===== src/rtl/seg_scan_mux.sv =====
// rtl/seg_scan_mux.sv - four-digit time-multiplexed 7-segment scanner front end
// Prescaled slot timing, dead time, frame-synchronous update, leading-zero blanking, invalid-code flag.
module seg_scan_mux #(
  parameter int unsigned DIV   = 50000,
  parameter int unsigned BLANK = 16
) (
  input  logic        clk,
  input  logic        rst_n,
  input  logic        en,
  input  logic        load,
  input  logic [15:0] digits_in,
  input  logic [3:0]  dp_in,
  input  logic        lz_en,
  output logic [3:0]  bcd_out,
  output logic        dp_out,
  output logic        blank_out,
  output logic [3:0]  dig_sel,
  output logic        frame_done,
  output logic        err_out
);

  localparam int unsigned PW = $clog2(DIV);
  localparam logic [PW-1:0] LAST = PW'(DIV - 1);

  generate
    if (BLANK >= DIV) begin : g_bad_params
      $error("seg_scan_mux: BLANK must be smaller than DIV");
    end
  endgenerate

  logic [PW-1:0] presc, presc_nx;
  logic [1:0]    idx, idx_nx;
  logic [15:0]   pend_dig, disp_dig, disp_dig_nx;
  logic [3:0]    pend_dp, disp_dp, disp_dp_nx;
  logic          pend_flag;
  logic          adv, wrap;
  logic [3:0]    digit;
  logic          higher_zero, bad_code, in_dead;

  always_comb begin
    adv         = en && (presc == LAST);
    wrap        = adv && (idx == 2'd3);
    presc_nx    = presc;
    idx_nx      = idx;
    disp_dig_nx = disp_dig;
    disp_dp_nx  = disp_dp;
    if (en) begin
      if (adv) begin
        presc_nx = '0;
        idx_nx   = idx + 2'd1;
      end else begin
        presc_nx = presc + PW'(1);
      end
    end
    // A load coinciding with the wrap bypasses the pending register.
    if (wrap) begin
      if (load) begin
        disp_dig_nx = digits_in;
        disp_dp_nx  = dp_in;
      end else if (pend_flag) begin
        disp_dig_nx = pend_dig;
        disp_dp_nx  = pend_dp;
      end
    end
  end

  always_comb begin
    digit       = disp_dig_nx[3:0];
    higher_zero = 1'b0;
    case (idx_nx)
      2'd0: begin digit = disp_dig_nx[3:0];   higher_zero = 1'b0;                    end
      2'd1: begin digit = disp_dig_nx[7:4];   higher_zero = disp_dig_nx[15:4] == '0;  end
      2'd2: begin digit = disp_dig_nx[11:8];  higher_zero = disp_dig_nx[15:8] == '0;  end
      2'd3: begin digit = disp_dig_nx[15:12]; higher_zero = disp_dig_nx[15:12] == '0; end
      default: ;
    endcase
    bad_code = digit > 4'd9;
  end

  generate
    if (BLANK == 0) begin : g_no_dead
      assign in_dead = 1'b0;
    end else begin : g_dead
      assign in_dead = presc_nx < PW'(BLANK);
    end
  endgenerate

  always_ff @(posedge clk) begin
    if (!rst_n) begin
      presc      <= '0;
      idx        <= '0;
      pend_dig   <= '0;
      pend_dp    <= '0;
      pend_flag  <= 1'b0;
      disp_dig   <= '0;
      disp_dp    <= '0;
      bcd_out    <= '0;
      dp_out     <= 1'b0;
      blank_out  <= 1'b1;
      dig_sel    <= '0;
      frame_done <= 1'b0;
      err_out    <= 1'b0;
    end else begin
      presc      <= presc_nx;
      idx        <= idx_nx;
      disp_dig   <= disp_dig_nx;
      disp_dp    <= disp_dp_nx;
      frame_done <= wrap;
      if (wrap) begin
        pend_flag <= 1'b0;
      end else if (load) begin
        pend_dig  <= digits_in;
        pend_dp   <= dp_in;
        pend_flag <= 1'b1;
      end
      dig_sel <= (en && !in_dead) ? (4'b0001 << idx_nx) : 4'b0000;
      // Slot data is latched once at slot start so it is stable for the whole slot.
      if (adv) begin
        bcd_out   <= digit;
        dp_out    <= disp_dp_nx[idx_nx];
        blank_out <= bad_code || (lz_en && higher_zero);
        if (bad_code) begin
          err_out <= 1'b1;
        end
      end
    end
  end

endmodule


===== config.mk =====
export PLATFORM = sky130hd
export DESIGN_NAME = seg_scan_mux
export DESIGN_NICKNAME = d
export VERILOG_FILES = /design/src/rtl/seg_scan_mux.sv
export SDC_FILE = /design/constraint.sdc
export NUM_CORES = 1
export LEC_CHECK = 0
export BUFFER_PORTS_ARGS = -buffer_cell sky130_fd_sc_hd__buf_4
export CAP_MARGIN = 20
export CORE_AREA = 10 10 123 97
export DETAILED_ROUTE_END_ITERATION = 8
export DIE_AREA = 0 0 133 107
export SYNTH_ARGS = -nofsm -noshare
export SYNTH_HDL_FRONTEND = slang
export SYNTH_SLANG_ARGS = --single-unit

===== constraint.sdc =====
create_clock -name clk -period 7.55 [get_ports clk]
set_input_delay 1.1325 -clock clk [delete_from_list [all_inputs] [get_ports clk]]
set_output_delay 1.1325 -clock clk [all_outputs]
set_load 0.02 [all_outputs]

# --- After elaboration in Yosys (flattened, before gate mapping) ---
# Cells that the tools add are included.
totals:
  reg_bits: 71
  word_cells: 54
  output_inout_bits: 12
  in_bits: 25
op_classes:
  eq_ne: 5
  bitwise: 2
  n_shift: 1
  mux: 14
  n_reduce_logical: 14
  add_sub_neg: 2
  n_lt_le_gt_ge: 3
op_table:
  columns: ["cell", "count"]
  rows:
  - ["16-bit 2-to-1 mux", 5]
  - ["16-bit by 1-bit adder with 16-bit output (second input constant)", 1]
  - ["16-bit equality test (second input constant)", 1]
  - ["16-bit by 5-bit < comparator with 1-bit output (second input constant)", 1]
  - ["4-bit case mux with 4 select lines", 1]
  - ["12-bit zero test", 1]
  - ["4-bit 2-to-1 mux", 3]
  - ["8-bit zero test", 1]
  - ["2-bit equality test (second input constant)", 3]
  - ["2-bit AND reduction", 3]
  - ["4-bit > comparator (second input constant)", 1]
  - ["1-bit logical AND", 4]
  - ["4-bit zero test", 1]
  - ["2-bit 2-to-1 mux", 2]
  - ["1-bit case mux with 4 select lines", 1]
  - ["1-bit by 2-bit left shift with 4-bit output (first input constant)", 1]
  - ["2-bit by 3-bit < comparator with 1-bit output (second input constant)", 1]
  - ["2-bit by 1-bit adder with 2-bit output (second input constant)", 1]
  - ["1-bit binary-select mux with 2-bit select", 1]
  - ["2-bit by 1-bit equality test with 1-bit output (second input constant)", 1]
  - ["2-bit zero test", 1]
  - ["1-bit inverter", 2]
  - ["2-bit OR reduction", 1]
  - ["1-bit zero test", 1]
  - ["other kinds (2)", 2]

# --- Longest topological paths before layout ---
logic_depth:
  depth_word: 8
  depth_mapped: 12
  mapped_depth_nobuf: 9

# --- Least setup slack after synthesis ---
# OpenSTA, ideal clock, no wires.
synth_path:
  path_type: "input port to flip-flop"
  startpoint: "in en"
  endpoint: "reg blank_out"
  slack_ps: 4061
  path_stages: 11
  arrival_time_ps: 3425
  setup_time_ps: 64
  n_path_buf: 3
  t_required_ps: 7486
  cell_sequence: "clkbuf_1 nand4_2 nor4_4 buf_6 nand3_4 buf_6 o221a_1 or4_4 nor4_2 o211ai_1 nand3_1"
synth_via:
  elab_chain_cells: 7
  word_cells_on_any_way: 17
  cone_classes: "1 x order compare; 3 x eq/ne; 5 x mux; 8 x reduce/logical"
synth_lines:
  columns: ["item", "line", "text"]
  rows:
  - ["start: declaration", "9", "input logic en,"]
  - ["1-bit logical AND", "41", "adv = en && (presc == LAST);"]
  - ["2-bit 2-to-1 mux / 1-bit logical AND (equally long branches)", "48, 42", null]
  - ["2-bit 2-to-1 mux / 16-bit 2-to-1 mux (equally long branches)", "47, 56", null]
  - ["2-bit equality test, or another cell as far along", "70", "case (idx_nx)"]
  - ["4-bit case mux with 4 select lines / 1-bit case mux with 4 select lines (equally long branches)", "70", null]
  - ["4-bit > comparator / 1-bit logical AND (equally long branches)", "77, 121", null]
  - ["1-bit logical OR", "121", "blank_out <= bad_code || (lz_en && higher_zero);"]
  - ["end signal: assignment", "121", null]
  - ["end: declaration", "16", "output logic blank_out,"]
# Several ways; a longest one is shown, not always the timed one.
# A chain may end at the register's enable or synchronous reset.

# --- Worst setup path in the final report ---
layout_path:
  startpoint: "in en"
  endpoint: "reg bcd_out[0]"
layout_via:
  elab_chain_cells: 5
  word_cells_on_any_way: 10
  cone_classes: "3 x eq/ne; 4 x mux; 3 x reduce/logical"
layout_lines:
  columns: ["item", "line", "text"]
  rows:
  - ["1-bit logical AND", "41", null]
  - ["2-bit 2-to-1 mux", "48", "if (adv) begin"]
  - ["2-bit 2-to-1 mux", "47", "if (en) begin"]
  - ["2-bit equality test, or another cell as far along", "70", null]
  - ["4-bit case mux with 4 select lines", "70", null]
  - ["end signal: assignment", "119", "bcd_out <= digit;"]
  - ["end: declaration", "14", "output logic [3:0] bcd_out,"]
# Several ways; a longest one is shown, not always the timed one.

==> metrics.csv <==
stage;metric;value;unit
synthesis;syn_area_per_cell;7.98;um^2
synthesis;synthArstFlopShare;0;%
power;power.leakage;0.00166;uW
setup_path;cp.depth;8;
power;internal-power;709;uW
synthesis;syn-cell-area;0.00353;mm^2
synthesis;synth_top_cell_by_area;dfxtp_1;
setup_path;critPathLaunchType;input pin;
synthesis;synth_cell_types;60;
power;p_sw_share;21.2;%
final_layout;synthToLayoutAreaGrowth;17.3;%
synthesis;synth_top_area_share;40.3;%
clock_network;cts_tree;yes;
clock_network;htreeDepth;3;
die;die_area;0.0142;mm^2
setup_path;r2r_setup_slack;3790;ps
synthesis;yosysSeqAreaShare;40.3;%
final_layout;nets;482;
synthesis;synth_mux_area_share;1.53;%
clock_network;clockBufferDepth;2;
sta;rsz0062_at_grt;no;
clock_network;holdBufCountCts;0;
setup_path;path_buf_inv;1;
setup_path;cp-end-kind;flip-flop;
final_layout;post-route-cell-area;0.00414;mm^2
hold_path;hold_end;pend_dig[10];
status;status;finished, final reports clean;
setup_path;path_max_fanout;25;
power;power_density;218;mW/mm^2
route;dr.pass1.iters;5;
place;place.gp.congestion;0.898;
synthesis;synth_area_leaders;dfxtp_1, nor2_1, nand2_1;
die;start_util;37.1;%
final_layout;nFillCells;968;
route;viasPerCell;5.46;
synthesis;synth_top_family_by_area;simple AND/OR/NAND/NOR gates;
clock_network;cts-buffers-inserted;9;
grt;grt_overflow;0;
grt;grt_pass1_vias;3084;
power;switchingPower;191;uW
clock_network;ctsResizeCount;0;
grt;antenna_found_initial;0;
clock_network;cts_root_buf;clkbuf_16;
sta;drv_slew;0;
grt;grt_max_degree;31;
clock_network;post-cts-setup-buffers;0;
sta;period_needed;3890;ps
final_layout;drive_above_1_share;14.8;%
die;die_x;133;um
setup_path;worstSetupPathType;input pin to flip-flop;
synthesis;synthAdderAreaFrac;0.709;%
power;p_seq_share;43.2;%
die;die_h;107;um
place;dpl.hpwl;6790;um
route;vias;3233;
sta;tightestPinTransition;987;ps
synthesis;synth-simple-area-share;28.1;%
die;coreArea;0.00950;mm^2
place;placed_cell_area;0.00381;mm^2
sta;finalHoldViolCount;0;
clock_network;clock_latency;340;ps
setup_path;r2r.worst_path.cells;7;
sta;period_share;51.5;%
power;ir_worst_vdd;0.000117;V
die;row_count;31;
sta;max_freq;257;MHz
synthesis;syn-num-nets;469;
setup_path;crit_path_max_incr_delay;880;ps
synthesis;synth_xor_area_share;4.72;%
setup_path;required;7820;ps
synthesis;synth_seq_cells;71;
route;drt_iter0_markers;389;
route;routed_wl;9800;um
clock_network;clock-sinks;71;
hold_path;hold_path_startpoint;pend_dig[10];
die;io_pins;37;
grt;grtUsageTotal;14.0;%
setup_path;cp_cell_sequence;buf_4 > nand4_2 > nor4_4 > and2_1 > o22ai_1 > or2_0 > mux4_2 > a21oi_1;
hold_path;hold_path_class;flip-flop to flip-flop;
sta;fin_setup_tns;0;ps
flow_run;maxCapViolCount;0;
setup_path;r2r_start;presc[6];
power;pwr-share-clk;51.3;%
setup_path;crit_slowest_cell;and2_1;
power;finalPower;900;uW
sta;skew;7.11;ps
synthesis;synthCells;442;
clock_network;clk_pin_slew;60;ps
synthesis;synth_common_cells;nor2_1, dfxtp_1, nand2_1;
place;portBuffers;36;
sta;setup_viol;0;
synthesis;yosysMostFrequentCell;nor2_1;
setup_path;crit_arrival;4160;ps
grt;grt_pass1_wl;16100;um
power;comb_power_share;5.4;%
synthesis;synth_compound_area_share;18.4;%
final_layout;antennaDiodeCount;0;
synthesis;synth_edf_count;0;
synthesis;ys_warn_count;0;
setup_path;r2r-end;bcd_out[0];
hold_path;holdPathStages;2;
synthesis;ys.flop_type;dfxtp_1;
route;ant_nets;0;
route;wire_per_inst;16.5;um
route;drc;0;
setup_path;worst_path_dominant_cell_family;simple AND/OR/NAND/NOR gates;
sta;max_slew_margin;34.2;%
per-stage QoR:
| step | cells | hold WS, ps | utilization [%] | worst slack, ps |
|---|---|---|---|---|
| after floorplan | 442 | 432 | - | 4060 |
| final | 592 | 455 | 43.5 | 3660 |
| after global placement | 576 | 444 | 40.1 | 3490 |
| after CTS | 592 | 456 | 43.5 | 3730 |
| after global routing | 592 | 480 | 43.5 | 3460 |
| after detailed placement | 576 | 449 | 40.1 | 3390 |
worst max path at each step:
stage,startpoint,endpoint,slack (ps)
after floorplan,en,blank_out,4060
after global placement,en,err_out,3490
after detailed placement,en,bcd_out[0],3390
after CTS,en,bcd_out[0],3730
after global routing,en,blank_out,3460
final,en,bcd_out[0],3660
cells by family (layout without fill, tap and decap cells):
logic type	after synthesis	count (layout)
fa+ha+maj	2	2
compound gates	96	96
simple gates	200	200
xor+xnor	19	19
flops	71	71
mux	4	4
buf+inv	50	68
sequential cells by signal, summed over array words and instances (netlist names):
register    cells
bcd_out         4
blank_out       1
dig_sel         4
disp_dig       16
disp_dp         4
dp_out          1
err_out         1
frame_done      1
idx             2
pend_dig       16
pend_dp         4
pend_flag       1
presc          16
cell usage in the layout, fill, tap and decap left out, drive strengths merged, types with 4 or more instances in the layout:
cell type,count
buf,38
and2,12
xor2,9
nor3,9
dfxtp,71
a21oi,29
nor2,72
o211ai,4
nor4,7
o221a,4
o21ai,4
inv,14
and3,9
nand2,62
clkbuf,13
o22ai,10
nand4,5
xnor2,10
o221ai,5
nand3,10
a31oi,18
worst reg2reg max path, stage by stage (launching register included):
cell,delay [ps]
dfxtp_1,500
or4b_4,580
nor4_4,600
and2_1,880
o22ai_1,230
or2_0,290
mux4_2,470
a21oi_1,150
routing by layer:
| layer | vias to the layer above | part of all wire (%) | wire length (um) | track usage (%) |
|---|---|---|---|---|
| met4 | 0 | 1.3 | 124 | 5.17 |
| met1 | 1523 | 49 | 4830 | 19.4 |
| met5 | - | 0 | 0 | 0 |
| met3 | 10 | 7.9 | 778 | 4.29 |
| li1 | 1564 | - | - | - |
| met2 | 136 | 41 | 4060 | 19.7 |
cell type report:
| cell class | count | area [um^2] | area share (%) |
|---|---|---|---|
| clock buffers | 13 | 260 | 6.29 |
| clock inverters | 3 | 65.1 | 1.57 |
| inverters | 14 | 52.6 | 1.27 |
| multi-input cells | 321 | 1890 | 45.6 |
| flip-flops and latches | 71 | 1420 | 34.4 |
| well taps | 132 | 165 | 3.99 |
| repair buffers | 38 | 285 | 6.90 |
power groups by stage:
stage	Sequential, uW	Combinational (uW)	Clock [uW]
floorplan	393	31.4	0
global placement	396	48.1	0
finish	389	49.0	462
CTS	389	49.1	473
detailed placement	397	48.9	0
global route	390	55.5	490
Note: power is estimated with default switching activity, not from simulation.
